File: src/rtl/mem_arbiter2.sv
// mem_arbiter2: two-port round-robin arbiter sharing one byte-addressed,
// big-endian word memory between the CPU path (port 0) and a DMA/IO master
// (port 1). Each granted access holds m_en for MEM_LAT cycles, then the
// owner gets a one-cycle ack with read data or an address error flag.
// All outputs are registered from the current state, so they trail the
// state register by one cycle.
module mem_arbiter2 #(
    parameter int unsigned MEM_LAT  = 1,
    parameter int unsigned MEM_SIZE = 128
) (
    input  logic        clock,
    input  logic        reset,
    input  logic        req0,
    input  logic        rw0,
    input  logic [31:0] addr0,
    input  logic [31:0] wdata0,
    output logic [31:0] rdata0,
    output logic        ack0,
    output logic        err0,
    input  logic        req1,
    input  logic        rw1,
    input  logic [31:0] addr1,
    input  logic [31:0] wdata1,
    output logic [31:0] rdata1,
    output logic        ack1,
    output logic        err1,
    output logic [1:0]  gnt,
    output logic        busy,
    output logic        m_en,
    output logic        m_rw,
    output logic [31:0] m_abus,
    output logic [31:0] m_wdata,
    input  logic [31:0] m_rdata
);

    localparam int unsigned ADDR_W = 32;
    localparam int unsigned DATA_W = 32;
    localparam int unsigned CNT_W  = 4;

    // Highest legal word address; comparing against it avoids computing addr+3.
    localparam logic [ADDR_W-1:0] ADDR_MAX = ADDR_W'(MEM_SIZE - 4);
    localparam logic [CNT_W-1:0]  CNT_INIT = CNT_W'(MEM_LAT - 1);

    typedef enum logic [1:0] {
        IDLE   = 2'd0,
        ACCESS = 2'd1,
        DONE   = 2'd2
    } state_e;

    // Control state
    state_e              state_q,  state_d;
    logic                prio_q,   prio_d;
    logic                owner_q,  owner_d;
    logic                rw_q,     rw_d;
    logic [ADDR_W-1:0]   addr_q,   addr_d;
    logic [DATA_W-1:0]   wdata_q,  wdata_d;
    logic                err_q,    err_d;
    logic [CNT_W-1:0]    cnt_q,    cnt_d;

    // Registered outputs
    logic [1:0]          gnt_q,     gnt_d;
    logic                busy_q,    busy_d;
    logic                m_en_q,    m_en_d;
    logic                m_rw_q,    m_rw_d;
    logic [ADDR_W-1:0]   m_abus_q,  m_abus_d;
    logic [DATA_W-1:0]   m_wdata_q, m_wdata_d;
    logic                ack0_q,    ack0_d;
    logic                ack1_q,    ack1_d;
    logic                err0_q,    err0_d;
    logic                err1_q,    err1_d;
    logic [DATA_W-1:0]   rdata0_q,  rdata0_d;
    logic [DATA_W-1:0]   rdata1_q,  rdata1_d;

    // Arbitration helpers
    logic                win_vld;
    logic                win_port;
    logic                sel_rw;
    logic [ADDR_W-1:0]   sel_addr;
    logic [DATA_W-1:0]   sel_wdata;
    logic                ack_pend;
    logic [DATA_W-1:0]   cap_data;

    // Pick the winning port and mux its request qualifiers.
    always_comb begin
        win_vld   = req0 | req1;
        win_port  = (req0 & req1) ? prio_q : req1;
        sel_rw    = win_port ? rw1 : rw0;
        sel_addr  = win_port ? addr1 : addr0;
        sel_wdata = win_port ? wdata1 : wdata0;
    end

    // While an ack is visible the finishing requester still holds req; skip
    // arbitration for that cycle so the same request is not granted twice.
    assign ack_pend = ack0_q | ack1_q;

    // Next-state logic: IDLE -> ACCESS (legal) or DONE (error), ACCESS -> DONE, DONE -> IDLE.
    always_comb begin
        state_d = state_q;
        prio_d  = prio_q;
        owner_d = owner_q;
        rw_d    = rw_q;
        addr_d  = addr_q;
        wdata_d = wdata_q;
        err_d   = err_q;
        cnt_d   = cnt_q;

        unique case (state_q)
            IDLE: begin
                if (win_vld && !ack_pend) begin
                    owner_d = win_port;
                    prio_d  = ~win_port;
                    rw_d    = sel_rw;
                    addr_d  = sel_addr;
                    wdata_d = sel_wdata;
                    if (sel_addr <= ADDR_MAX) begin
                        err_d   = 1'b0;
                        cnt_d   = CNT_INIT;
                        state_d = ACCESS;
                    end else begin
                        err_d   = 1'b1;
                        cnt_d   = '0;
                        state_d = DONE;
                    end
                end
            end
            ACCESS: begin
                if (cnt_q == '0) begin
                    state_d = DONE;
                end else begin
                    cnt_d = cnt_q - CNT_W'(1);
                end
            end
            DONE: begin
                state_d = IDLE;
            end
            default: begin
                state_d = IDLE;
            end
        endcase
    end

    // Read data is sampled at the edge closing the last m_en cycle.
    assign cap_data = (rw_q && !err_q) ? m_rdata : '0;

    // Output decode from the current state; becomes visible one cycle later.
    always_comb begin
        gnt_d     = 2'b00;
        busy_d    = (state_q != IDLE);
        m_en_d    = 1'b0;
        m_rw_d    = 1'b1;
        m_abus_d  = '0;
        m_wdata_d = '0;
        ack0_d    = 1'b0;
        ack1_d    = 1'b0;
        err0_d    = 1'b0;
        err1_d    = 1'b0;
        rdata0_d  = rdata0_q;
        rdata1_d  = rdata1_q;

        if (state_q != IDLE) begin
            gnt_d = owner_q ? 2'b10 : 2'b01;
        end

        if (state_q == ACCESS) begin
            m_en_d    = 1'b1;
            m_rw_d    = rw_q;
            m_abus_d  = addr_q;
            m_wdata_d = rw_q ? '0 : wdata_q;
        end

        if (state_q == DONE) begin
            if (owner_q) begin
                ack1_d   = 1'b1;
                err1_d   = err_q;
                rdata1_d = cap_data;
            end else begin
                ack0_d   = 1'b1;
                err0_d   = err_q;
                rdata0_d = cap_data;
            end
        end
    end

    // State and output registers; reset drops m_en without waiting for a clock.
    always_ff @(posedge clock or posedge reset) begin
        if (reset) begin
            state_q   <= IDLE;
            prio_q    <= 1'b0;
            owner_q   <= 1'b0;
            rw_q      <= 1'b1;
            addr_q    <= '0;
            wdata_q   <= '0;
            err_q     <= 1'b0;
            cnt_q     <= '0;
            gnt_q     <= 2'b00;
            busy_q    <= 1'b0;
            m_en_q    <= 1'b0;
            m_rw_q    <= 1'b1;
            m_abus_q  <= '0;
            m_wdata_q <= '0;
            ack0_q    <= 1'b0;
            ack1_q    <= 1'b0;
            err0_q    <= 1'b0;
            err1_q    <= 1'b0;
            rdata0_q  <= '0;
            rdata1_q  <= '0;
        end else begin
            state_q   <= state_d;
            prio_q    <= prio_d;
            owner_q   <= owner_d;
            rw_q      <= rw_d;
            addr_q    <= addr_d;
            wdata_q   <= wdata_d;
            err_q     <= err_d;
            cnt_q     <= cnt_d;
            gnt_q     <= gnt_d;
            busy_q    <= busy_d;
            m_en_q    <= m_en_d;
            m_rw_q    <= m_rw_d;
            m_abus_q  <= m_abus_d;
            m_wdata_q <= m_wdata_d;
            ack0_q    <= ack0_d;
            ack1_q    <= ack1_d;
            err0_q    <= err0_d;
            err1_q    <= err1_d;
            rdata0_q  <= rdata0_d;
            rdata1_q  <= rdata1_d;
        end
    end

    assign gnt     = gnt_q;
    assign busy    = busy_q;
    assign m_en    = m_en_q;
    assign m_rw    = m_rw_q;
    assign m_abus  = m_abus_q;
    assign m_wdata = m_wdata_q;
    assign ack0    = ack0_q;
    assign ack1    = ack1_q;
    assign err0    = err0_q;
    assign err1    = err1_q;
    assign rdata0  = rdata0_q;
    assign rdata1  = rdata1_q;

endmodule
File: config.mk
export PLATFORM = sky130hd
export DESIGN_NAME = mem_arbiter2
export DESIGN_NICKNAME = d
export VERILOG_FILES = /design/src/rtl/mem_arbiter2.sv
export SDC_FILE = /design/constraint.sdc
export NUM_CORES = 1
export LEC_CHECK = 0
export BUFFER_PORTS_ARGS = -buffer_cell sky130_fd_sc_hd__buf_2
export CAP_MARGIN = 10
export CORE_ASPECT_RATIO = 1.1
export CORE_MARGIN = 2
export CORE_UTILIZATION = 49
export DETAILED_ROUTE_END_ITERATION = 10
export GPL_ROUTABILITY_DRIVEN = 1
export PLACE_DENSITY_LB_ADDON = 0.2
export RECOVER_POWER = 100
export SLEW_MARGIN = 20
export SYNTH_ARGS = -nofsm -noshare
export SYNTH_HDL_FRONTEND = slang
export SYNTH_SLANG_ARGS = --single-unit
File: constraint.sdc
create_clock -name clock -period 8.26 [get_ports clock]
set_input_delay 0 -clock clock [delete_from_list [all_inputs] [get_ports clock]]
set_output_delay 0 -clock clock [all_outputs]
set_load 0.01 [all_outputs]
After elaboration in Yosys (flattened, before gate mapping)

Cells that the tools add are included.

Flip-flop bits (word level): 211
Input port bits: 166
Output and inout bits: 137
Logic and storage cells: 73

Add/sub/neg operators: 1
$lt $le $gt $ge: 1
Equal/unequal tests: 5
Muxes and demuxes: 28
Bitwise operators: 5
Reduce and logical (&&, ||, !) cells: 13

Operators by type and width:

| cell                                                                              | count |
|---|---|
| 32-bit 2-to-1 mux                                                                 | 6 |
| 32-bit by 7-bit less-or-equal comparator with 1-bit output, second input constant | 1 |
| 1-bit 2-to-1 mux                                                                  | 13 |
| 2-bit 2-to-1 mux                                                                  | 5 |
| 4-bit 2-to-1 mux                                                                  | 2 |
| 4-bit case mux with 2 select lines                                                | 1 |
| 2-bit AND reduction                                                               | 4 |
| 2-bit inequality test, second input constant                                      | 3 |
| 4-bit zero test                                                                   | 1 |
| 2-bit case mux with 2 select lines                                                | 1 |
| 2-bit nonzero test                                                                | 2 |
| 4-bit by 1-bit subtractor with 4-bit output, second input constant                | 1 |
| 3-bit AND reduction                                                               | 1 |
| 2-bit by 1-bit == test with 1-bit output, second input constant                   | 1 |
| 2-bit == test, second input constant                                              | 1 |
| 1-bit logical AND                                                                 | 2 |
| 1-bit zero test                                                                   | 2 |
| 2-bit zero test                                                                   | 1 |
| 1-bit inverter                                                                    | 2 |
| 1-bit bitwise OR                                                                  | 2 |
| 1-bit AND                                                                         | 1 |

Depth between registers and ports, before layout

Gate-level depths: netlist of the first run.

Word-level depth: 7
Gate-level depth with buffers: 7
Gate-level depth less buffers: 7

Least setup slack after synthesis of the first run

Ideal clock, no wire load.

Path type: reg-to-reg
From: register state_q[0]
To: register addr_q[0]
Setup time: 0.135 ns
Arrival time: 1.404 ns
Required time: 8.125 ns
Path slack: 6.720 ns
Cell stages (with the launch flop): 8
Buffers on the path: 2
Clock period less this slack: 1.540 ns
Cell sequence: dfrtp_1 -> or2_1 -> nor3_2 -> o21ai_1 -> buf_2 -> buf_2 -> nand2_1 -> o21ai_0

Word-level cells in the longest chain between the ends: 2

RTL lines:

| item                          | line | RTL |
|---|---|---|
| start, declared               | 51   | `state_e state_q, state_d;` |
| start signal, assigned        | 208  | `state_q <= state_d;` |
| 2-bit zero test               | 107  | `unique case (state_q)` |
| 2-bit AND reduction (no line) | -    |  |
| end signal, assigned          | 212  | `addr_q <= addr_d;` |
| end, declared                 | 55   | `logic [ADDR_W-1:0] addr_q, addr_d;` |

No other way between the ends.
A chain may end at the register's enable or synchronous reset.

Final worst setup path of the first run

From: register prio_q
To: register addr_q[20]

Word-level cells in the longest chain between the ends: 2

RTL lines:

| item                   | line | RTL |
|---|---|---|
| start, declared        | 52   | `logic prio_q, prio_d;` |
| start signal, assigned | 209  | `prio_q <= prio_d;` |
| 1-bit 2-to-1 mux       | 86   | `win_port = (req0 & req1) ? prio_q : req1;` |
| 32-bit 2-to-1 mux      | 88   | `sel_addr = win_port ? addr1 : addr0;` |

No other way between the ends.

==> impl_metrics.py, run 1 <==
metrics = {
    "timing": {
        "hold_viol": 2,
        "slew_viol_final": 253,
        "holdWs_ns": -0.03229,
        "timing.setup.tns_ns": 0,
        "slew_headroom": -1.473,
        "final.period_utilization": 0.6217,
        "worst_slew_pin_slew_ns": 3.709,
        "fin_crit_ns": 5.135,
        "rsz0062_at_grt": "no",
        "fin_skew_ns": 0.01899,
        "setup_viol": 0,
        "fmax_mhz": 194.7,
    },
    "drt": {
        "drt_iter0_drc": 310,
        "viasPerCell": 5.055,
        "wirelength_um": 23160,
        "drc": 0,
        "vias": 7193,
        "avgRoutedWirePerCell_um": 16.28,
        "drtAntennaViolNets": 0,
        "drt_pass1_iterations": 4,
    },
    "clock_tree": {
        "cts_tree": "built",
        "clock_insertion_delay_worst_skew_ns": 0.50,
        "cts_setup_buffers": 0,
        "clk_pin_slew_ns": 0.07,
        "numCtsBuffers": 22,
        "cts_sinks": 211,
        "cts-root-buf": "clkbuf_16",
        "clk_path_buf_depth": 3,
        "cts_resized": 0,
        "cts_htree_levels": 1,
    },
    "yosys": {
        "synth.distinct_cells": 38,
        "ys_ff_latch": 211,
        "netlist_area_um2": 8225,
        "postSynthAreaPerCell_um2": 10.98,
        "post_synth_inst_count": 749,
        "ys_seq_area_frac": 0.6422,
        "synth_warnings": 0,
        "synth_nets": 917,
    },
    "layout": {
        "final_nets": 1371,
        "final_cell_mix": "dfrtp_1, nand2_1, dlygate4sd3_1",
        "mostFrequentLayoutCell": "dfrtp_1",
        "area_delta_synth_final_pct": 47.46,
        "multi_input_area_um2": 2708,
        "seq_area_um2": 5283,
        "nFillCells": 1189,
        "drive_above_1_share": 0.1741,
        "stdcell_count": 1423,
    },
    "global_route": {
        "antenna_found_initial": 0,
        "grt_usage": 0.2529,
        "grt_pass1_vias": 7421,
        "grt_pass1_wl_um": 36500,
        "overflow": 0,
        "grt_start_max_net_pins": 146,
    },
    "worst_hold_path": {
        "min_path_type": "in2reg",
    },
    "critical_path": {
        "setup.worst_path.end_class": "flip-flop",
        "critPathMaxFanout": 54,
        "setup.worst_path.class": "reg2reg",
        "worstPathRequired_ns": 8.61,
        "cp.arrival_ns": 5.49,
        "rrSetupSlack_ns": 3.12,
        "worstSetupStartpointType": "flip-flop",
    },
    "die": {
        "start_util": 0.5025,
        "die_height_um": 139.9,
        "die_area_um2": 17840,
        "ios": 303,
        "dieWidth_um": 127.5,
        "row_count": 49,
        "core-area_um2": 16370,
    },
    "power": {
        "p_per_area_nw_per_um2": 252.6,
        "ir_drop_v": 0.0002202,
        "power_leakage_nw": 5.857,
        "total_power_mw": 3.063,
    },
    "place": {
        "finalWeightedCongestion": 0.8796,
        "dp.cells": 1217,
        "port_buffers": 302,
        "dp_hpwl_um": 13480,
    },
    "flow_run": {
        "cap_violations": 5,
    },
    "status": {
        "violations": "negative hold slack, max-capacitance violations, max-slew violations",
        "status": "complete, but fails checks",
    },
}
==> sequential cells by signal, summed over array words and instances, names as in the netlist <==
name,flops
ack0,1
ack1,1
addr_q,32
busy,1
cnt_q,4
err0,1
err1,1
err_q,1
gnt,2
m_abus,32
m_en,1
m_rw,1
m_wdata,32
owner_q,1
prio_q,1
rdata0,32
rdata1,32
rw_q,1
state_q,2
wdata_q,32
==> kinds of logic (layout without fill, tap and decap cells) <==
logic type,Yosys count,count (layout),share of synthesized area
adders and majority gates,2,2,0.003042
muxes,65,65,0.07910
and+or+nand+nor,274,274,0.1567
DFF,211,211,0.6422
AOI/OAI and AO/OA,141,141,0.08960
xor gates and xnor gates,2,2,0.002130
other,0,1,0
buffers and inverters,54,523,0.02723
==> worst max-delay path, stage by stage (launching register included) <==
cell and delay [ns]:
dfrtp_1 0.42, o21ai_4 0.58, clkbuf_1 2.65, mux2i_1 0.24, dlygate4sd3_1 0.70, o21ai_0 0.32
==> what timing repair did <==
item | 4_1_cts | 5_1_grt
endpoints found under the hold margin | 272 | 0
endpoints found under the setup margin | 0 | 0
hold buffers | 165 | 0
==> metrics by stage <==
stage	area (um2)	utilization	setup WS, ns
CTS	12340	0.7538	5.374
floorplan	8225	-	2.497
global route	12130	0.7408	2.838
detailed placement	9883	0.6038	5.658
global placement	9883	0.6038	5.737
finish	12130	0.7410	3.125
==> where the power goes <==
| group | leakage (nW) | internal, mW | switching, mW |
|---|---|---|---|
| clock | 0.403 | 0.671 | 0.397 |
| combinational | 2.64 | 0.279 | 0.400 |
| sequential | 2.82 | 1.23 | 0.0902 |
==> path summary, 6_finish.rpt <==
| path | start | end | cells after the start |
|---|---|---|---|
| max | prio_q | addr_q[20] | 5 |
| min | req0 | cnt_q[3] | 3 |
| max reg2reg | prio_q | addr_q[20] | 5 |
| min reg2reg | wdata_q[2] | wdata_q[2] | 2 |
| max in group asynchronous | reset | rdata1[21] | 4 |
| min in group asynchronous | reset | rdata0[1] | 3 |
==> metal layers <==
layer  track usage  routed length [um]  part of all wire
met5             0                   0                 0
met4       0.09427                 824             0.036
met3       0.06613                1786             0.077
met1        0.2913                8734              0.38
met2        0.4503               11820              0.51
==> cell type report <==
| class | instances | share of cell area |
|---|---|---|
| timing repair buffer | 475 | 0.2503 |
| sequential | 211 | 0.4355 |
| tap | 204 | 0.02104 |
| antenna | 1 | 0.0002063 |
| inverter | 9 | 0.003404 |
| clock inverter | 8 | 0.009800 |
| multi-input combinational | 484 | 0.2232 |
| clock buffer | 31 | 0.05653 |
==> synthesized netlist by cell type (all sizes together) <==
cell type / number / share of area
nand2b: 2 / 0.0015
and2: 65 / 0.049
nand3: 2 / 0.0012
xnor2: 1 / 0.0011
inv: 9 / 0.0041
or2: 1 / 0.00076
o21ai: 135 / 0.083
a21oi: 1 / 0.00061
nor2b: 2 / 0.0015
and3: 1 / 0.00076
dfrtp: 209 / 0.64
nor4: 8 / 0.0068
o21a: 1 / 0.00091
mux2i: 65 / 0.079
or3b: 1 / 0.0011
or4: 4 / 0.0041
nand4b: 1 / 0.0011
nor3: 4 / 0.0030
nand2: 165 / 0.075
buf: 13 / 0.0085
nand4: 3 / 0.0023
nand3b: 1 / 0.00091
dfstp: 2 / 0.0064
xor2: 1 / 0.0011
a21o: 2 / 0.0018
o2111ai: 1 / 0.0011
nor2: 13 / 0.0059
ha: 2 / 0.0030
nor3b: 1 / 0.00091
clkbuf: 32 / 0.015
a22oi: 1 / 0.0026
(Power assumes the default switching activity.)
==> run 2, diff against run 1 <==
CORE_UTILIZATION = 45   (was 49)
clock period = 4.2 ns   (was 8.26 ns; I/O delays follow)
==> run 2 against run 1 <==
The flow finishes with violations (max-capacitance violations, max-slew violations). First-iteration DRC count fell by 14%. Combinational power rose by 89%. Count of clock-buffer cells in the layout rose by 1. Clock power rose by 69%. Critical endpoint is now wdata_q[1]. Highest routed layer is now met5.
==> impl_metrics.py, run 2 (synthesis gave the netlist of run 1 again) <==
metrics = {
    "status": {
        "status": "complete, but fails checks",
        "violations": "max-capacitance violations, max-slew violations",
    },
    "die": {
        "die_area_um2": 19380,
        "dieWidth_um": 132.9,
        "die_height_um": 145.8,
        "ios": 303,
        "row_count": 51,
        "start_util": 0.4620,
        "core-area_um2": 17800,
    },
    "place": {
        "place_area_um2": 9945,
        "port_buffers": 302,
        "finalWeightedCongestion": 0.8135,
        "dp_hpwl_um": 13690,
    },
    "layout": {
        "nFillCells": 1444,
        "final_nets": 1370,
        "fin_util": 0.6752,
        "drive_above_1_share": 0.1707,
        "area_delta_synth_final_pct": 46.15,
        "final_cell_mix": "dfrtp_1, nand2_1, dlygate4sd3_1, buf_2, clkbuf_1",
        "mostFrequentLayoutCell": "dfrtp_1",
        "design_area_um2": 12020,
    },
    "clock_tree": {
        "cts_resized": 0,
        "cts-root-buf": "clkbuf_16",
        "holdBufCountCts": 164,
        "cts_tree": "built",
        "cts_sinks": 211,
        "clk_pin_slew_ns": 0.06,
        "numCtsBuffers": 22,
        "clk_path_buf_depth": 3,
        "clock_insertion_delay_worst_skew_ns": 0.50,
        "cts_setup_buffers": 0,
        "cts_htree_levels": 1,
    },
    "drt": {
        "drt_pass1_iterations": 5,
        "drtAntennaViolNets": 0,
        "drt_iter0_drc": 267,
        "drc": 0,
        "avgRoutedWirePerCell_um": 15.37,
        "wirelength_um": 22330,
        "vias": 7015,
        "viasPerCell": 4.828,
    },
    "timing": {
        "rsz0062_at_grt": "no",
        "final.period_utilization": 0.8024,
        "worst_slew_pin_slew_ns": 2.492,
        "timing.setup.tns_ns": 0,
        "setup_viol": 0,
        "hold_viol": 0,
        "slew_viol_final": 407,
        "fin_skew_ns": 0.006162,
        "fin_crit_ns": 3.370,
        "fmax_mhz": 296.7,
        "slew_headroom": -0.6615,
    },
    "critical_path": {
        "cp.arrival_ns": 3.68,
        "setup.worst_path.end_class": "flip-flop",
        "worstPathRequired_ns": 4.51,
        "worstSetupStartpointType": "flip-flop",
        "setup.worst_path.class": "reg2reg",
        "critPathMaxFanout": 41,
    },
    "global_route": {
        "antenna_found_initial": 4,
        "grt_usage": 0.2305,
        "grt_pass1_vias": 7116,
        "grt_start_max_net_pins": 166,
        "grt_pass1_wl_um": 36150,
        "overflow": 0,
    },
    "power": {
        "power_leakage_nw": 5.775,
        "ir_drop_v": 0.0003423,
        "p_per_area_nw_per_um2": 472.0,
    },
    "flow_run": {
        "cap_violations": 6,
    },
    "worst_hold_path": {
        "min_path_type": "in2reg",
    },
}
run 2: changes by cell type in the layout (fill, tap and decap cells not counted), sizes merged:
cell / before / now
bufinv: 3 / 0
clkinv: 5 / 2
clkbuf: 175 / 176
clkinvlp: 0 / 1
diode: 1 / 2
dlygate4sd3: 165 / 164
run 2: power by group:
| group | switching [mW] | leakage, nW | internal [mW] |
|---|---|---|---|
| Clock | 0.751 | 0.330 | 1.06 |
| Sequential | 0.169 | 2.82 | 2.41 |
| Combinational | 0.759 | 2.63 | 0.517 |
| Total | 1.68 | 5.78 | 3.99 |
run 2: critical path: stages, from the launching register on:
cell and delay (ns):
dfrtp_1 0.41, o21ai_4 0.59, clkbuf_2 1.13, mux2i_1 0.32, dlygate4sd3_1 0.60, o21ai_0 0.08
run 2: final cells by class:
class / count / area, um2 / share of cell area
sequential: 211 / 5283 / 0.4394
clock inverter: 3 / 18.77 / 0.001561
tap: 238 / 297.8 / 0.02477
inverter: 9 / 35.03 / 0.002914
timing repair buffer: 474 / 3023 / 0.2515
multi-input combinational: 484 / 2710 / 0.2254
antenna: 2 / 5.005 / 0.0004163
clock buffer: 32 / 649.4 / 0.05402
run 2: path summary, 6_finish.rpt:
kind	endpoint	cells after the start	startpoint	slack, ns
setup / recovery	wdata_q[1]	5	prio_q	0.83
max in group asynchronous	rdata0[10]	4	reset	1.82
setup reg to reg	wdata_q[1]	5	prio_q	0.83
hold / removal	cnt_q[3]	3	req1	0.01
hold reg to reg	addr_q[12]	2	addr_q[12]	0.47
min in group asynchronous	m_en	4	reset	0.84
run 2: metal layers:
metal,share of wire,track usage,vias up
met2,0.50,0.4016,260
met4,0.031,0.08978,4
li1,-,-,3395
met1,0.40,0.2751,3300
met5,0.0013,0,-
met3,0.074,0.05643,56
run 2: stage by stage:
stage / setup slack, ns / hold slack (ns) / std cells / power, mW
after global placement: 1.992 / 0.2479 / 1252 / 3.708
final: 0.8298 / 0.01229 / 1453 / 5.674
after global routing: 0.6810 / 0.04074 / 1452 / 6.019
after CTS: 1.349 / 0.005043 / 1451 / 5.750
after detailed placement: 1.919 / 0.2468 / 1252 / 3.738
after floorplan: 1.459 / 0.1531 / 749 / 3.391
